===== config.mk =====
export PLATFORM = sky130hd
export DESIGN_NAME = dma_frame_scheduler
export DESIGN_NICKNAME = d
export VERILOG_FILES = /design/src/rtl/dma_sched_pkg.sv /design/src/rtl/avl_mm_write_master.sv /design/src/rtl/dma_frame_scheduler.sv
export SDC_FILE = /design/constraint.sdc
export NUM_CORES = 1
export LEC_CHECK = 0
export ABC_AREA = 1
export CAP_MARGIN = 20
export CORE_ASPECT_RATIO = 0.75
export CORE_MARGIN = 5
export CORE_UTILIZATION = 35
export CTS_BUF_LIST = sky130_fd_sc_hd__clkbuf_2
export DETAILED_ROUTE_END_ITERATION = 7
export SYNTH_ARGS = -nofsm -noshare
export SYNTH_HDL_FRONTEND = slang
export SYNTH_SLANG_ARGS = --single-unit

===== constraint.sdc =====
create_clock -name clk -period 2.7 [get_ports clk]
set_input_delay 0.27 -clock clk [delete_from_list [all_inputs] [get_ports clk]]
set_output_delay 0.27 -clock clk [all_outputs]
set_load 0.01 [all_outputs]

===== src/rtl/dma_sched_pkg.sv =====
// Shared constants and types for the DMA frame scheduler: DMA register map,
// FSM state encoding and the frame-size validation rule.
package dma_sched_pkg;

    localparam logic [4:0] REG_START_ADDR = 5'h00;
    localparam logic [4:0] REG_WORDS      = 5'h04;
    localparam logic [4:0] REG_ENABLE     = 5'h08;

    typedef enum logic [2:0] {
        ST_IDLE,
        ST_WR_ADDR,
        ST_WR_WORDS,
        ST_WR_EN,
        ST_RUN,
        ST_WR_SWAP,
        ST_WR_DIS
    } state_t;

    // A frame must be a non-zero whole number of DMA bursts.
    function automatic logic words_ok(input logic [29:0] words, input int unsigned burst);
        return (words != '0) && ((words % 30'(burst)) == '0);
    endfunction

endpackage


===== src/rtl/avl_mm_write_master.sv =====
// Single-outstanding Avalon-MM write master. A request is loaded whenever the
// bus is free or the current write is being accepted, so writes can stream.
module avl_mm_write_master (
    input  logic        clk,
    input  logic        rst,
    input  logic        req,
    input  logic [4:0]  addr,
    input  logic [31:0] data,
    output logic        done,
    output logic [4:0]  ctrl_address,
    output logic        ctrl_write,
    output logic [31:0] ctrl_writedata,
    output logic [3:0]  ctrl_byteenable,
    input  logic        ctrl_waitrequest
);

    assign done            = ctrl_write & ~ctrl_waitrequest;
    assign ctrl_byteenable = 4'hF;

    always_ff @(posedge clk or posedge rst) begin
        if (rst) begin
            ctrl_write     <= 1'b0;
            ctrl_address   <= '0;
            ctrl_writedata <= '0;
        end else if (!ctrl_write || !ctrl_waitrequest) begin
            ctrl_write <= req;
            if (req) begin
                ctrl_address   <= addr;
                ctrl_writedata <= data;
            end
        end
    end

endmodule


===== src/rtl/dma_frame_scheduler.sv =====
// Frame-by-frame sequencer for the AXI-to-stream DMA: programs base/words/enable,
// tracks frame ends on the output stream, swaps ping-pong buffers and stops cleanly.
module dma_frame_scheduler
    import dma_sched_pkg::*;
#(
    parameter int ADDR_WIDTH      = 24,
    parameter int BURST_SIZE      = 128,
    parameter int FRAME_CNT_WIDTH = 16
) (
    input  logic                       clk,
    input  logic                       rst,
    input  logic                       cfg_enable,
    input  logic [ADDR_WIDTH-1:0]      cfg_buf0_addr,
    input  logic [ADDR_WIDTH-1:0]      cfg_buf1_addr,
    input  logic [29:0]                cfg_words,
    input  logic                       cfg_swap_req,
    output logic [4:0]                 ctrl_address,
    output logic                       ctrl_write,
    output logic [31:0]                ctrl_writedata,
    output logic [3:0]                 ctrl_byteenable,
    input  logic                       ctrl_waitrequest,
    input  logic                       st_valid,
    input  logic                       st_ready,
    input  logic                       st_endofpacket,
    output logic                       busy,
    output logic                       active_buf,
    output logic                       frame_done,
    output logic                       swap_done,
    output logic                       cfg_error,
    output logic [FRAME_CNT_WIDTH-1:0] frame_count
);

    state_t      state_q, state_d;
    logic        wr_req, wr_done;
    logic [4:0]  wr_addr;
    logic [31:0] wr_data;
    logic [29:0] words_q;
    logic        swap_pending, err_lock;
    logic        fe, fe_cnt, start_go, start_bad, swap_acc;

    assign fe        = st_valid & st_ready & st_endofpacket;
    assign fe_cnt    = fe & (state_q inside {ST_RUN, ST_WR_SWAP, ST_WR_DIS});
    assign start_go  = (state_q == ST_IDLE) & cfg_enable & ~err_lock & words_ok(cfg_words, BURST_SIZE);
    assign start_bad = (state_q == ST_IDLE) & cfg_enable & ~err_lock & ~words_ok(cfg_words, BURST_SIZE);
    assign swap_acc  = (state_q == ST_WR_SWAP) & wr_done;
    assign busy      = (state_q != ST_IDLE);

    always_ff @(posedge clk or posedge rst) begin
        if (rst) state_q <= ST_IDLE;
        else     state_q <= state_d;
    end

    always_comb begin
        state_d = state_q;
        case (state_q)
            ST_IDLE:     if (start_go) state_d = ST_WR_ADDR;
            ST_WR_ADDR:  if (wr_done)  state_d = ST_WR_WORDS;
            ST_WR_WORDS: if (wr_done)  state_d = ST_WR_EN;
            ST_WR_EN:    if (wr_done)  state_d = ST_RUN;
            ST_RUN: begin
                // Disable takes priority; a pending swap survives the stop.
                if (fe && !cfg_enable)   state_d = ST_WR_DIS;
                else if (fe && swap_pending) state_d = ST_WR_SWAP;
            end
            ST_WR_SWAP:  if (wr_done)  state_d = ST_RUN;
            ST_WR_DIS:   if (wr_done)  state_d = ST_IDLE;
            default:                   state_d = ST_IDLE;
        endcase
    end

    // Writes are issued on the cycle the FSM enters a write state, so the
    // master register already holds the next write when the previous completes.
    always_comb begin
        wr_req  = 1'b0;
        wr_addr = REG_START_ADDR;
        wr_data = '0;
        case (state_q)
            ST_IDLE: if (start_go) begin
                wr_req  = 1'b1;
                wr_data = 32'(active_buf ? cfg_buf1_addr : cfg_buf0_addr);
            end
            ST_WR_ADDR: if (wr_done) begin
                wr_req  = 1'b1;
                wr_addr = REG_WORDS;
                wr_data = {2'b00, words_q};
            end
            ST_WR_WORDS: if (wr_done) begin
                wr_req  = 1'b1;
                wr_addr = REG_ENABLE;
                wr_data = 32'd1;
            end
            ST_RUN: if (fe && !cfg_enable) begin
                wr_req  = 1'b1;
                wr_addr = REG_ENABLE;
            end else if (fe && swap_pending) begin
                wr_req  = 1'b1;
                wr_data = 32'(active_buf ? cfg_buf0_addr : cfg_buf1_addr);
            end
            default: ;
        endcase
    end

    always_ff @(posedge clk or posedge rst) begin
        if (rst) begin
            active_buf   <= 1'b0;
            frame_done   <= 1'b0;
            swap_done    <= 1'b0;
            cfg_error    <= 1'b0;
            frame_count  <= '0;
            swap_pending <= 1'b0;
            err_lock     <= 1'b0;
            words_q      <= '0;
        end else begin
            frame_done <= fe_cnt;
            swap_done  <= swap_acc;
            cfg_error  <= start_bad;
            // After a rejected start, wait for enable to drop before retrying.
            if (start_bad)        err_lock <= 1'b1;
            else if (!cfg_enable) err_lock <= 1'b0;
            if (start_go) begin
                words_q     <= cfg_words;
                frame_count <= '0;
            end else if (fe_cnt) begin
                frame_count <= frame_count + 1'b1;
            end
            if (swap_acc) active_buf <= ~active_buf;
            if (cfg_swap_req)  swap_pending <= 1'b1;
            else if (swap_acc) swap_pending <= 1'b0;
        end
    end

    avl_mm_write_master u_wr (
        .clk              (clk),
        .rst              (rst),
        .req              (wr_req),
        .addr             (wr_addr),
        .data             (wr_data),
        .done             (wr_done),
        .ctrl_address     (ctrl_address),
        .ctrl_write       (ctrl_write),
        .ctrl_writedata   (ctrl_writedata),
        .ctrl_byteenable  (ctrl_byteenable),
        .ctrl_waitrequest (ctrl_waitrequest)
    );

endmodule

### Yosys cells after proc, flatten, opt, wreduce, memory -nomap -nowiden

Index checks and enable logic that the tools add are counted.

| cells by class | value |
|---|---|
| reductions and logical operators | 18 |
| bitwise logic cells | 13 |
| equal/unequal tests | 13 |
| $add $sub $neg | 1 |
| mux-type cells | 31 |

Operators by type and width:

| operator | count |
|---|---|
| $mux 24 | 5 |
| $pmux 30 s4 | 1 |
| $mux 16 | 2 |
| $logic_not 30->1 | 1 |
| $mux 30 | 1 |
| $reduce_bool 30->1 | 1 |
| $mux 3 | 8 |
| $pmux 3 s6 | 1 |
| $add 16x1->16 const B | 1 |
| $pmux 4 s3 | 1 |
| $and 1x1->1 | 9 |
| $eq 3x3->1 const B | 3 |
| $mux 1 | 9 |
| $mux 4 | 2 |
| $ne 2x2->1 const B | 4 |
| $eq 3x2->1 const B | 2 |
| $reduce_and 6->1 | 1 |
| $reduce_bool 3->1 | 2 |
| $ne 2x1->1 const B | 2 |
| $not 1->1 | 4 |
| $reduce_bool 2->1 | 2 |
| $reduce_or 2->1 | 2 |
| $eq 3x1->1 const B | 1 |
| $logic_and 1x1->1 | 3 |
| other kinds (6) | 8 |

| storage, ports and cells | value |
|---|---|
| output and inout port bits | 63 |
| logic and storage cells | 88 |
| register bits after elaboration | 93 |
| bits of input ports | 86 |

### Depth between registers and ports, before layout

| logic depth | value |
|---|---|
| depth in word-level cells | 7 |
| depth in mapped cells | 12 |
| mapped depth without buffers | 11 |

### By module

From an unflattened synthesis, not the netlist that was laid out.

| second synthesis, totals | value |
|---|---|
| cell total of the unflattened synthesis | 741 |
| area, all modules | 5,332.6 µm² |

Modules (own cells, without submodules):

| module | cells each | area an instance (µm²) | instances |
|---|---|---|---|
| dma_frame_scheduler | 569 | 3,769.9 | 1 |
| avl_mm_write_master | 172 | 1,562.7 | 1 |

### Worst setup path before layout

Ideal clock, no wire load.

| timing path | value |
|---|---|
| path type | register to register |
| start | reg state_q[1] |
| end | reg frame_count[7] |
| library setup time | 0.120 ns |
| slack | 1.065 ns |
| period minus slack after synthesis | 1.635 ns |
| data arrival time | 1.516 ns |
| buffers on the path | 2 |
| stages on the path, launching flop included | 9 |
| cells stage by stage | dfrtp_1 nor2_2 nand2_2 nor3_4 nand3_4 buf_4 buf_2 o221ai_1 inv_2 |

| on the way | value |
|---|---|
| word-level cells in the longest chain between the ends | 5 |
| elaborated cells between the ends (all ways) | 11 |
| those cells by class | 3 x eq/ne; 1 x mux; 4 x bitwise; 3 x reduce/logical |

Ends and longest elaborated chain:

| item | RTL line | RTL |
|---|---|---|
| from (decl) | dma_frame_scheduler.sv:33 | `state_t state_q, state_d;` |
| from (signal assigned) | dma_frame_scheduler.sv:50 | `else state_q <= state_d;` |
| $logic_not 3->1 | dma_frame_scheduler.sv:43 | `assign start_go = (state_q == ST_IDLE) & cfg_enable & ~err_lock & words_ok(cfg_words, BURST_SIZE);` |
| $and 1x1->1 (3 in a row) | dma_frame_scheduler.sv:43 |  |
| $mux 16 or $reduce_bool 2->1 (tied branches) | -- |  |
| to (signal assigned) | dma_frame_scheduler.sv:124 | `frame_count <= frame_count + 1'b1;` |
| to (decl) | dma_frame_scheduler.sv:30 | `output logic [FRAME_CNT_WIDTH-1:0] frame_count` |

Parallel ways exist; a longest one is shown, timed or not.
A chain may end at the register's enable or synchronous reset.

### Worst setup path after layout

| timing path | value |
|---|---|
| start | reg active_buf |
| end | out active_buf |

RTL lines:

| item | RTL line | RTL |
|---|---|---|
| from (decl) | dma_frame_scheduler.sv:26 | `output logic active_buf,` |
| from (signal assigned) | dma_frame_scheduler.sv:126 | `if (swap_acc) active_buf <= ~active_buf;` |

No word-level cell between the ends.

==> metrics <==
status complete, no violations; Max Clk Rate 449 MHz; ANT nets after route 0; hold_buf cts 0; Post-Layout Cell Count 959; TritonCTS clock tree yes; Layout fillers 1342; Worst Path Buf+Inv 1; global-route wire length before repair 23.2 mm; WP data required 2.43 ns; n_diodes 0; Worst-Skew Late Latency 0.54 ns; Initial Utilization 36.1%; Clock Tree Buf Depth 2; Port Buffers 139; Total Routed Length 14.4 mm; postcts setup bufs 0; Die ar. 16900 um2; clk slew on worst S/H paths 0.25 ns; Synth cell types 38; Tcrit/Tclk final 82.4%; CTS resizes 0; CP Max Fanout 19; CP endpoint kind primary output; largest cells by area after synthesis dfrtp_1 (44%), nand2_1 (16%), mux2_2 (6.1%); DP HPWL 10.9 mm; proportion of layout cells with a drive suffix above 1 9.18%; Fin. Hold Viols 0; delay-heaviest family, CP flip-flops; Worst Path Arrival 1.96 ns; max-capacitance violation count 0; GR Util All Layers 17.1%; pin count of the biggest net entering global routing 55; critical path class reg -> out; vias in the first global route 4560; Placed Instances 943; leak pwr 3.50 nW; total clock sinks 88; initial drt markers 246; skew final 0.0274 ns; Root Driver clkbuf_2; drc violations 0; maximum VDD drop 0.000285 V; Die X 148 um; number of nets in the layout 866; DR vias 4647; top_reg_cell synth dfrtp_1; Ports 149; Congestion Overflow GR 0; Die Height 114 um; antenna violations before repair 0; Mapped Cells 648; total iterations of the first detailed-routing run 5; core area 13900 um2; Final Max Slew Viols 0; Worst slew margin 56.4%; Vias/cell 4.85; Final GP Congestion 0.788; Seq/Total Area, Yosys 43.9%; Power per Cell Area 627 nW/um2; worst-path cell chain clkdlybuf4s50_1; slowest CP cell dfrtp_2; Post-synth EDFFs 0; post-synth top area share 43.9%; Tightest Hold Check Type in -> async; Slew @ Worst Pin 0.654 ns; Area growth syn-to-layout 34.4%; post-synthesis register bit count 88; Worst Setup Start Kind flip-flop; htree depth 3; Avg Synthesized Cell Area 7.74 um2; final worst path period need 2.23 ns; leading area contributor after synthesis dfrtp_1; max incr delay on CP 0.77 ns; RSZ-0062 raised after global routing no; Num CTS Buffers 9; DR WL/cell 15.0 um; num rows 37; yosys warns 0; setup violators final 0; synthesized area 5020 um2; Total Neg Setup Slack 0 ns; Async SR Flop Fraction 100%
==> logic make-up (layout without fill, tap and decap cells) <==
group / after synthesis / count (layout) / share of synthesized area (%)
simple gates: 340 / 340 / 29.0
buf+inv: 106 / 235 / 9.35
flops: 88 / 88 / 43.9
compound gates: 60 / 60 / 6.61
mux: 48 / 48 / 10.2
xor+xnor: 3 / 3 / 0.524
other cells: 2 / 9 / 0.150
fa+ha+maj: 1 / 1 / 0.249
==> layout by cell type (no fill, tap or decap), types with 2 or more instances in the layout <==
master           netlist  final
a22oi_1                2      2
o21ai_0                6      6
and3_1                 2      2
inv_2                  5      5
nand2_2                2      2
nand2_1              217    217
o21ai_1               19     19
nand3b_1               4      4
nor2_1                49     49
inv_1                 62     61
nand4_1               30     30
conb_1                 2      9
mux2i_1               21     21
a21oi_1               26     26
bufinv_16              0      4
mux2_2                27     27
dfrtp_1               88     87
clkdlybuf4s50_1        0    139
nand3_1               23     23
or2_2                  2      2
buf_12                 0      2
nor2_2                 2      2
clkbuf_2               0     10
xor2_1                 3      3
buf_4                 10     11
nor3_1                 5      5
==> path summary, 6_finish.rpt <==
check / from / to / slack (ns) / cells past startpoint
setup reg to reg: state_q[2] / u_wr.ctrl_writedata[11] / 0.67 / 8
hold reg to reg: words_q[6] / words_q[6] / 0.50 / 2
setup / recovery: active_buf / active_buf / 0.47 / 1
max in group asynchronous: rst / words_q[19] / 1.92 / 3
hold / removal: rst / frame_count[2] / 0.07 / 2
min in group clk: cfg_words[25] / words_q[25] / 0.27 / 3
==> layer usage <==
layer | up-vias | track usage (%) | part of all wire, %
met5 | - | 0 | 0
met4 | 0 | 4.06 | 0.99
met3 | 14 | 4.45 | 6.7
met2 | 145 | 27.0 | 45
met1 | 2152 | 23.6 | 48
li1 | 2336 | - | -
==> per-stage QoR <==
stage	instance area [um2]	setup slack [ns]	utilization [%]	hold WS [ns]	power, mW
after detailed placement	6560	0.437	47.2	0.454	3.32
final	6740	0.474	48.5	0.0742	4.23
after CTS	6740	0.412	48.5	0.0443	4.28
after global routing	6740	0.317	48.5	0.0466	4.51
after floorplan	5040	0.151	-	0.380	2.69
after global placement	6560	0.481	47.2	0.450	3.28
==> where the power goes <==
part           internal [mW]  leakage (nW)  switching, mW
Clock                  0.492        0.0998          0.450
Sequential              1.48          1.17          0.230
Combinational          0.796          2.23          0.778
Total                   2.77          3.50           1.46
==> flip-flops by register name, summed over array words and instances (netlist names) <==
register	cells
u_wr.ctrl_writedata	30
words_q	30
frame_count	16
state_q	3
u_wr.ctrl_address	2
active_buf	1
cfg_error	1
err_lock	1
frame_done	1
swap_done	1
swap_pending	1
u_wr.ctrl_write	1
==> synthesized netlist by cell type, types with 3 or more instances <==
cell type,number
nand3_1,23
inv_2,5
nand2_1,217
xor2_1,3
nor3_1,5
buf_1,6
nand3b_1,4
dfrtp_1,88
clkbuf_1,6
mux2i_1,21
buf_2,15
buf_4,10
nand4_1,30
mux2_2,27
a21oi_1,26
inv_1,62
nor2_1,49
o21ai_1,19
o21ai_0,6
==> area by class of cell <==
| cell class | instances | area (um2) | area share [%] |
|---|---|---|---|
| multi-input cells | 461 | 2370 | 35.2 |
| flip-flops and latches | 88 | 2200 | 32.7 |
| inverters | 67 | 253 | 3.75 |
| repair buffers | 152 | 1510 | 22.5 |
| well taps | 175 | 219 | 3.25 |
| clock inverters | 6 | 131 | 1.95 |
| clock buffers | 10 | 50.0 | 0.742 |
Power figures use the tool's default switching activity.
